**config.mk**
```make
export PLATFORM = sky130hd
export DESIGN_NAME = uart_tx_fifo
export DESIGN_NICKNAME = d
export VERILOG_FILES = /design/src/rtl/uart_pkg.sv /design/src/rtl/sync_fifo.sv /design/src/rtl/uart_tx_fifo.sv
export SDC_FILE = /design/constraint.sdc
export NUM_CORES = 1
export LEC_CHECK = 0
export CAP_MARGIN = 20
export CORE_MARGIN = 1
export CORE_UTILIZATION = 54
export DETAILED_ROUTE_END_ITERATION = 8
export HOLD_SLACK_MARGIN = 0.03
export PLACE_DENSITY_LB_ADDON = 0.05
export SETUP_SLACK_MARGIN = 0.15
export SLEW_MARGIN = 20
export SYNTH_ARGS = -nofsm -noshare
export SYNTH_HDL_FRONTEND = slang
export SYNTH_HIERARCHICAL = 1
export SYNTH_SLANG_ARGS = --single-unit
```
**constraint.sdc**
```tcl
create_clock -name i_clk -period 2.6 [get_ports i_clk]
set_clock_uncertainty 0.05 [all_clocks]
set_input_delay 0.26 -clock i_clk [delete_from_list [all_inputs] [get_ports i_clk]]
set_output_delay 0.26 -clock i_clk [all_outputs]
set_load 0.02 [all_outputs]
```
**src/rtl/uart_pkg.sv**
```systemverilog
// Shared definitions for the UART transmit buffer: byte width and drain-sequencer state encoding.
package uart_pkg;

    localparam int UART_BYTE_W = 8;

    localparam logic [2:0] ST_IDLE      = 3'd0;
    localparam logic [2:0] ST_LOAD      = 3'd1;
    localparam logic [2:0] ST_STROBE    = 3'd2;
    localparam logic [2:0] ST_WAIT_RISE = 3'd3;
    localparam logic [2:0] ST_WAIT_FALL = 3'd4;

    typedef enum logic [2:0] {
        S_IDLE      = ST_IDLE,
        S_LOAD      = ST_LOAD,
        S_STROBE    = ST_STROBE,
        S_WAIT_RISE = ST_WAIT_RISE,
        S_WAIT_FALL = ST_WAIT_FALL
    } drain_state_e;

    // Counter width large enough to hold the larger of two terminal counts.
    function automatic int cnt_width(input int a, input int b);
        return $clog2(((a > b) ? a : b) + 1);
    endfunction

endpackage

```
**src/rtl/sync_fifo.sv**
```systemverilog
// Synchronous FIFO with registered occupancy flags and a registered read port that
// only updates on a pop, so the read register holds the last popped entry.
module sync_fifo
    import uart_pkg::*;
#(
    parameter int DEPTH = 16,
    parameter int AW    = 4,
    parameter int W     = UART_BYTE_W
) (
    input  logic          i_clk,
    input  logic          i_rst,
    input  logic          i_wr_en,
    input  logic [W-1:0]  i_wr_data,
    input  logic          i_rd_en,
    output logic [W-1:0]  o_rd_data,
    output logic          o_full,
    output logic          o_empty,
    output logic [AW:0]   o_count
);

    logic [W-1:0]  r_mem [DEPTH];
    logic [AW-1:0] r_wr_ptr;
    logic [AW-1:0] r_rd_ptr;
    logic [AW:0]   r_count;
    logic          r_full;
    logic          r_empty;
    logic [W-1:0]  r_rd_data;

    logic          w_push;
    logic          w_pop;
    logic [AW:0]   w_count_next;

    assign w_push = i_wr_en & ~r_full;
    assign w_pop  = i_rd_en & ~r_empty;

    always_comb begin
        w_count_next = r_count;
        case ({w_push, w_pop})
            2'b10:   w_count_next = r_count + (AW+1)'(1);
            2'b01:   w_count_next = r_count - (AW+1)'(1);
            default: w_count_next = r_count;
        endcase
    end

    always_ff @(posedge i_clk) begin
        if (w_push) begin
            r_mem[r_wr_ptr] <= i_wr_data;
        end
    end

    // Pointers wrap naturally because DEPTH is a power of two.
    always_ff @(posedge i_clk) begin
        if (i_rst) begin
            r_wr_ptr  <= '0;
            r_rd_ptr  <= '0;
            r_count   <= '0;
            r_full    <= 1'b0;
            r_empty   <= 1'b1;
            r_rd_data <= '0;
        end else begin
            if (w_push) begin
                r_wr_ptr <= r_wr_ptr + AW'(1);
            end
            if (w_pop) begin
                r_rd_ptr  <= r_rd_ptr + AW'(1);
                r_rd_data <= r_mem[r_rd_ptr];
            end
            r_count <= w_count_next;
            r_full  <= (w_count_next == (AW+1)'(DEPTH));
            r_empty <= (w_count_next == '0);
        end
    end

    assign o_rd_data = r_rd_data;
    assign o_full    = r_full;
    assign o_empty   = r_empty;
    assign o_count   = r_count;

endmodule

```
**src/rtl/uart_tx_fifo.sv**
```systemverilog
// Byte buffer in front of the UART transmitter: queues bus writes and launches them one at a
// time with a tx_int pulse, waiting on tx_busy (or a timeout) between frames.
module uart_tx_fifo
    import uart_pkg::*;
#(
    parameter int DEPTH      = 16,
    parameter int AW         = 4,
    parameter int INT_CYCLES = 4,
    parameter int BUSY_WAIT  = 64
) (
    input  logic                   i_clk,
    input  logic                   i_rst,
    input  logic                   i_wr_en,
    input  logic [UART_BYTE_W-1:0] i_wr_data,
    output logic                   o_full,
    output logic                   o_empty,
    output logic [AW:0]            o_count,
    output logic                   o_overflow,
    input  logic                   i_clr_ovf,
    output logic [UART_BYTE_W-1:0] o_tx_data,
    output logic                   o_tx_int,
    input  logic                   i_tx_busy
);

    localparam int CNT_W = cnt_width(INT_CYCLES, BUSY_WAIT);

    drain_state_e           r_state;
    logic [CNT_W-1:0]       r_cnt;
    logic                   r_tx_int;
    logic                   r_overflow;

    logic                   w_full;
    logic                   w_empty;
    logic                   w_load;
    logic [UART_BYTE_W-1:0] w_rd_data;

    assign w_load = (r_state == S_LOAD);

    // The FIFO's registered read port doubles as the tx_data holding register.
    sync_fifo #(
        .DEPTH (DEPTH),
        .AW    (AW),
        .W     (UART_BYTE_W)
    ) u_fifo (
        .i_clk     (i_clk),
        .i_rst     (i_rst),
        .i_wr_en   (i_wr_en),
        .i_wr_data (i_wr_data),
        .i_rd_en   (w_load),
        .o_rd_data (w_rd_data),
        .o_full    (w_full),
        .o_empty   (w_empty),
        .o_count   (o_count)
    );

    // A same-cycle overflow wins over clear, so no rejected push goes unreported.
    always_ff @(posedge i_clk) begin
        if (i_rst) begin
            r_overflow <= 1'b0;
        end else if (i_wr_en && w_full) begin
            r_overflow <= 1'b1;
        end else if (i_clr_ovf) begin
            r_overflow <= 1'b0;
        end
    end

    always_ff @(posedge i_clk) begin
        if (i_rst) begin
            r_state  <= S_IDLE;
            r_cnt    <= '0;
            r_tx_int <= 1'b0;
        end else begin
            case (r_state)
                S_IDLE: begin
                    if (!w_empty && !i_tx_busy) begin
                        r_state <= S_LOAD;
                    end
                end
                S_LOAD: begin
                    r_cnt   <= '0;
                    r_state <= S_STROBE;
                end
                // First STROBE cycle keeps tx_int low so tx_data settles a cycle ahead of it.
                S_STROBE: begin
                    if (r_cnt == CNT_W'(INT_CYCLES)) begin
                        r_tx_int <= 1'b0;
                        r_cnt    <= '0;
                        r_state  <= S_WAIT_RISE;
                    end else begin
                        r_tx_int <= 1'b1;
                        r_cnt    <= r_cnt + CNT_W'(1);
                    end
                end
                S_WAIT_RISE: begin
                    if (i_tx_busy) begin
                        r_state <= S_WAIT_FALL;
                    end else if (r_cnt == CNT_W'(BUSY_WAIT - 1)) begin
                        r_state <= S_IDLE;
                    end else begin
                        r_cnt <= r_cnt + CNT_W'(1);
                    end
                end
                S_WAIT_FALL: begin
                    if (!i_tx_busy) begin
                        r_state <= S_IDLE;
                    end
                end
                default: begin
                    r_tx_int <= 1'b0;
                    r_state  <= S_IDLE;
                end
            endcase
        end
    end

    assign o_full     = w_full;
    assign o_empty    = w_empty;
    assign o_overflow = r_overflow;
    assign o_tx_data  = w_rd_data;
    assign o_tx_int   = r_tx_int;

endmodule

```
### Word level (Yosys, flattened, before mapping)

Memory sizes are Yosys's and may differ from the RTL's. A register that Yosys moved wholly into a read port is not among the register bits.
Cells that the tools add are included.

| operators by class | value |
|---|---|
| add/subtract/negate cells | 5 |
| equality and inequality tests | 15 |
| muxes and demuxes | 17 |
| bitwise logic cells | 4 |
| reduce and logical (&&, ||, !) cells | 11 |

Operators with widths:

| cell | number |
|---|---|
| $mux W7 | 3 |
| $pmux W7 S3 | 1 |
| $mux W3 | 5 |
| $pmux W3 S5 | 1 |
| $ne A2 B2 Y1 const B | 5 |
| $pmux W5 S2 | 1 |
| $add A4 B1 Y4 const B | 2 |
| $add A7 B1 Y7 const B | 1 |
| $eq A7 B3 Y1 const B | 1 |
| $eq A7 B6 Y1 const B | 1 |
| $eq A3 B2 Y1 const B | 2 |
| $add A5 B1 Y5 const B | 1 |
| $eq A5 B5 Y1 const B | 1 |
| $logic_not A5 Y1 | 1 |
| $mux W1 | 5 |
| $sub A5 B1 Y5 const B | 1 |
| $reduce_and A4 Y1 | 1 |
| $reduce_or A4 Y1 | 1 |
| $eq A3 B1 Y1 const B | 1 |
| $eq A3 B3 Y1 const B | 1 |
| $logic_not A3 Y1 | 1 |
| $ne A3 B3 Y1 const B | 1 |
| $reduce_and A3 Y1 | 1 |
| $reduce_bool A3 Y1 | 1 |
| other kinds (8) | 12 |

| word-level totals | value |
|---|---|
| register bits after elaboration | 27 |
| RAM bits | 128 |
| input bits | 13 |
| output and inout port bits | 17 |
| logic and storage cells | 62 |
| memories | 1 |

Memory list:

| name | words | bits a word | rd ports | clocked after memory_dff | wr ports | RTL line | RTL |
|---|---|---|---|---|---|---|---|
| u_fifo.r_mem | 16 | 8 | 1 | 1 | 1 | sync_fifo.sv:21 | `logic [W-1:0] r_mem [DEPTH];` |

### Longest topological paths before layout

| depth | value |
|---|---|
| depth after elaboration | 5 |
| mapped depth | 13 |
| gate-level depth less buffers | 12 |

### By module

Netlist, hierarchy kept.

By module, submodules not included:

| module | instances | cells each | area each (µm²) | seq. area each (µm²) |
|---|---|---|---|---|
| sync_fifo | 1 | 343 | 5998.3 | 4304.1 |
| uart_tx_fifo | 1 | 91 | 763.2 | 240.2 |

### Least setup slack after synthesis

No wires, ideal clock.

| path | value |
|---|---|
| path kind | register to register |
| start | register r_state[0] |
| end | register u_fifo.r_full, in the netlist u_fifo/o_full |
| library setup time | 0.088 ns |
| arrival | 2.277 ns |
| required time | 2.462 ns |
| slack | 0.185 ns |
| stages on the path, launching flop included | 13 |
| path buffers | 1 |
| clock period less this slack | 2.415 ns |
| cells stage by stage | dfxtp_1 buf_6 inv_1 nor3_1 nand2b_1 inv_2 nand2_1 xnor2_1 ha_1 or4_4 a31oi_4 xnor2_1 nor4_2 |

| on the way | value |
|---|---|
| word-level cells in the longest chain between the ends | 5 |
| elaborated cells on any way between the ends | 6 |
| classes of those cells | eq/ne (4); mux (1); bitwise (1) |

RTL lines:

| element | RTL line | RTL |
|---|---|---|
| from (decl) | uart_tx_fifo.sv:27 | `drain_state_e r_state;` |
| from (signal assigned) | uart_tx_fifo.sv:69 | `r_state <= S_IDLE;` |
| from (signal assigned) | uart_tx_fifo.sv:76 | `r_state <= S_LOAD;` |
| from (signal assigned) | uart_tx_fifo.sv:81 | `r_state <= S_STROBE;` |
| $eq A3 B1 Y1 (*) | uart_tx_fifo.sv:37 | `assign w_load = (r_state == S_LOAD);` |
| net w_load | uart_tx_fifo.sv:34 | `logic w_load;` |
| $and A1 B1 Y1 (*) | sync_fifo.sv:34 | `assign w_pop = i_rd_en & ~r_empty;` |
| $eq A2 B1 Y1 or $eq A2 B2 Y1 (tied branches) | sync_fifo.sv:38 | `case ({w_push, w_pop})` |
| $pmux W5 S2 (*) | sync_fifo.sv:38 |  |
| $eq A5 B5 Y1 (*) | sync_fifo.sv:69 | `r_full <= (w_count_next == (AW+1)'(DEPTH));` |
| to (signal assigned) | sync_fifo.sv:69 |  |
| to (decl) | sync_fifo.sv:25 | `logic r_full;` |

The timed path passes the listed nets; every way through them passes the cells marked *.
A chain may end at the register's enable or synchronous reset.

### Worst setup path in the final report

| path | value |
|---|---|
| start | register r_state[1] |
| end | register u_fifo.r_empty, in the netlist u_fifo/o_empty |

| on the way | value |
|---|---|
| word-level cells in the longest chain between the ends | 5 |
| elaborated cells on any way between the ends | 6 |
| classes of those cells | eq/ne (3); mux (1); bitwise (1); reduce/logical (1) |

RTL lines:

| element | RTL line | RTL |
|---|---|---|
| $eq A3 B1 Y1 (*) | uart_tx_fifo.sv:37 |  |
| net w_load | uart_tx_fifo.sv:34 |  |
| $and A1 B1 Y1 (*) | sync_fifo.sv:34 |  |
| $eq A2 B1 Y1 or $eq A2 B2 Y1 (tied branches) | sync_fifo.sv:38 |  |
| $pmux W5 S2 (*) | sync_fifo.sv:38 |  |
| $logic_not A5 Y1 (*) | sync_fifo.sv:70 | `r_empty <= (w_count_next == '0);` |
| to (signal assigned) | sync_fifo.sv:70 |  |
| to (decl) | sync_fifo.sv:26 | `logic r_empty;` |

Marks and branches as above.

==> qor.tcl <==
set qor(worst_r2r_startpoint) {r_state[1]}
set qor(holdPathEnd) {o_overflow}
set qor(final_weighted_congestion_in_routability_driven_placement) 0.874
set qor(grt_antenna_before_repair) 0
set qor(period_minus_slack_ns) 2.32
set qor(cts_buffers) 17
set qor(yosys.area.top_type) {sky130_fd_sc_hd__edfxtp_1}
set qor(syn_to_final_growth_pct) 18.4
set qor(yosysTopAreaCellShare_pct) 56.8
set qor(powerDensity_mw_per_mm2) 724
set qor(synth.avg_cell_area_um2) 15.6
set qor(initial_utilization_pct) 55.8
set qor(clk-insertion-delay-late_ns) 0.43
set qor(placedCellCount) 633
set qor(cp.required_ns) 2.87
set qor(clock_path_buffers) 2
set qor(dr.pass1.iters) 4
set qor(hold_buffers) 0
set qor(layout-drive-gt1-share_pct) 22.9
set qor(grt-ovfl-total) 0
set qor(cts_htree_levels) 4
set qor(postRouteAntennaNets) 0
set qor(rsz0062_at_grt) {no}
set qor(first_iteration_detailed_routing_drc_count) 296
set qor(synth_seq_cells) 163
set qor(hp-class) {primary input to flip-flop}
set qor(layout_worst_path_cycle_share_pct) 89.2
set qor(critical-path-max-stage-delay_ns) 0.50
set qor(synth_edf_count) 128
set qor(via_count_of_the_first_global_routing_pass) 3842
set qor(cts_tree) {yes}
set qor(slew_viol_final) 0
set qor(post-route-util_pct) 66.1
set qor(synth.most_common_cell) {sky130_fd_sc_hd__edfxtp_1}
set qor(setup_viol) 0
set qor(clock-root-buffer) {sky130_fd_sc_hd__clkbuf_16}
set qor(die-width_um) 114
set qor(sequential_to_total_area_share_from_yosys_stat_pct) 67.2
set qor(floorplan.die_area_mm2) 0.0130
set qor(instance_count_along_the_most_critical_hold_path) 3
set qor(post_synth_inst_count) 434
set qor(cp-end-kind) {flip-flop}
set qor(layout.nets) 506
set qor(die_ht_um) 114
set qor(route.detailed.wl_per_inst_um) 19.9
set qor(synth-warning-count) 6
set qor(instances_no_fill) 665
set qor(reg2regPathDepth) 10
set qor(timing.reg2reg.setup_slack_ns) 0.28
set qor(synth_async_sr_flop_share_pct) 0
set qor(grt_start_max_net_pins) 36
set qor(criticalPathCategory) {flip-flop to flip-flop}
set qor(critical_path_arrival_ns) 2.59
set qor(ys.flop_type) {sky130_fd_sc_hd__edfxtp_1}
set qor(crit_path_start_kind) {flip-flop}
set qor(r2r_end) {u_fifo/o_empty}
set qor(hold_violation_total_from_the_final_report) 0
set qor(detail_route.vias_per_cell) 5.69
set qor(clock-sinks) 163
set qor(timing.critical_path.slowest_stage_cell) {sky130_fd_sc_hd__or4_4}
set qor(path_clk_slew_ns) 0.07
set qor(pin_count) 30
set qor(fmax_mhz) 431
set qor(vdd.ir_drop.worst_uv) 915
set qor(filler_cells_inserted) 887
set qor(num_vias) 3783
set qor(synth_fp_nets) 456
set qor(outcome) {complete, no violations}
set qor(groute.usage.overall_pct) 22.6
set qor(synth_top_cells_by_count) {128 x sky130_fd_sc_hd__edfxtp_1, 35 x sky130_fd_sc_hd__dfxtp_1, 35 x sky130_fd_sc_hd__nor2_1}
set qor(critical_path.max_fanout) 8
set qor(std_cell_rows) 40
set qor(count_of_port_buffers_added_during_placement) 29
set qor(static-leakage-power_nw) 2.63
set qor(ys_types) 54
set qor(worst-slew-pin-transition_ns) 0.671
set qor(slew_headroom_pct) 55.2
set qor(post_synth_main_area_contributors) {sky130_fd_sc_hd__edfxtp_1 57%, sky130_fd_sc_hd__mux4_2 11%, sky130_fd_sc_hd__dfxtp_1 10%}
set qor(wl_um) 13200
set qor(area_of_the_core_mm2) 0.0121
set qor(total_standard_cell_area_after_synthesis_mm2) 0.00676
set qor(antenna-diode-count) 0
set qor(count_of_max_cap_constraint_violations) 0
set qor(worst_hold_startpoint) {i_wr_en}
set qor(drt_drc_violations_left) 0
set qor(grt_pass1_wl_um) 21000
set qor(timing.critical_path.cells) {nor3_2 -> nand2b_1 -> inv_2 -> nand2_1 -> xnor2_1 -> ha_2 -> or4_4 -> a31oi_4 -> xor2_1 -> o31ai_1}
set qor(dp.final_hpwl_um) 8500
## power by group
part / internal, W / leakage, nW / switching [W]
clock: 0.00145 / 0.292 / 0.00104
combinational: 0.000180 / 0.894 / 0.000228
sequential: 0.00286 / 1.44 / 0.0000367
total: 0.00449 / 2.63 / 0.00130
## placed cells by master, fill, tap and decap left out, types with 5 or more instances in the layout
master                            instances
sky130_fd_sc_hd__a21oi_1                 29
sky130_fd_sc_hd__a22oi_1                 17
sky130_fd_sc_hd__buf_4                   24
sky130_fd_sc_hd__clkbuf_16               17
sky130_fd_sc_hd__clkdlybuf4s50_1         29
sky130_fd_sc_hd__dfxtp_1                 33
sky130_fd_sc_hd__edfxtp_1               128
sky130_fd_sc_hd__ha_1                     7
sky130_fd_sc_hd__inv_1                   10
sky130_fd_sc_hd__inv_6                    6
sky130_fd_sc_hd__mux4_2                  32
sky130_fd_sc_hd__nand2_1                 15
sky130_fd_sc_hd__nand2b_1                 9
sky130_fd_sc_hd__nor2_1                  35
sky130_fd_sc_hd__nor2b_1                  8
sky130_fd_sc_hd__nor3_1                   9
sky130_fd_sc_hd__o21ai_0                  9
sky130_fd_sc_hd__xnor2_1                  6
sky130_fd_sc_hd__xor2_1                   5
## repair_timing
action / 4_1_cts / 5_1_grt
gates resized for setup: 3 / 12
setup buffers: 0 / 0
pin swaps: 0 / 5
setup endpoints to repair: 2 / 3
## kinds of logic after synthesis
kind of cell / count (synthesis) / share of synthesized area (%)
buf+inv: 37 / 2.92
compound gates: 75 / 7.27
flops: 163 / 67.2
fa+ha+maj: 9 / 1.67
mux: 33 / 10.8
xor+xnor: 11 / 1.42
simple gates: 106 / 8.70
## critical path, delay by kind of cell (launching register included)
family / cells / cell delay [ns]
AND/OR/NAND/NOR: 4 / 0.86
AO/OA/AOI/OAI: 2 / 0.44
adder cells (fa/ha/maj): 1 / 0.21
XOR/XNOR: 2 / 0.23
flip-flops: 1 / 0.37
buffers and inverters: 1 / 0.06
## metrics by stage
stage | power, W | cell area (um2) | TNS (ns) | worst slack (ns) | hold WS (ns)
finish | 0.00580 | 8010 | 0 | 0.281 | 0.378
global route | 0.00601 | 8010 | 0 | 0.130 | 0.384
CTS | 0.00583 | 7950 | 0 | 0.156 | 0.367
detailed placement | 0.00334 | 7330 | -0.162 | -0.0769 | 0.416
global placement | 0.00333 | 7330 | 0 | 0.0409 | 0.412
floorplan | 0.00320 | 6760 | 0 | 0.185 | 0.281
## registers in the layout, indices dropped and copies added, names as in the netlist
signal            count
u_fifo/r_mem        128
u_fifo/r_wr_ptr       4
u_fifo/o_empty        1
o_tx_int              1
r_cnt                 7
o_overflow            1
u_fifo/r_rd_ptr       4
u_fifo/o_full         1
u_fifo/o_count        5
u_fifo/o_rd_data      8
r_state               3
## layer usage
metal  track usage, %  vias up  share of wire (%)
met1             28.9     1889                 41
met3             6.32        6                5.7
met5                0        -                  0
li1                 -     1783                  -
met4             6.15        0               0.75
met2             38.2      105                 52
## worst max path at each step
stage               start             end
5_1_grt        r_state[1]  u_fifo/o_empty
3_3_place_gp      i_wr_en  u_fifo/o_empty
2_1_floorplan  r_state[0]   u_fifo/o_full
4_1_cts        r_state[0]   u_fifo/o_full
6_report       r_state[1]  u_fifo/o_empty
3_5_place_dp      i_wr_en   u_fifo/o_full
## final cells by class
cell class / instances / area [um2] / area share, %
Clock inverter: 14 / 168 / 2.09
Multi-Input combinational cell: 234 / 2090 / 26.1
Sequential cell: 163 / 4550 / 56.8
Inverter: 13 / 48.8 / 0.609
Timing Repair Buffer: 55 / 510 / 6.38
Clock buffer: 18 / 429 / 5.36
Tap cell: 168 / 210 / 2.63
Note: power is estimated with default switching activity, not from simulation.
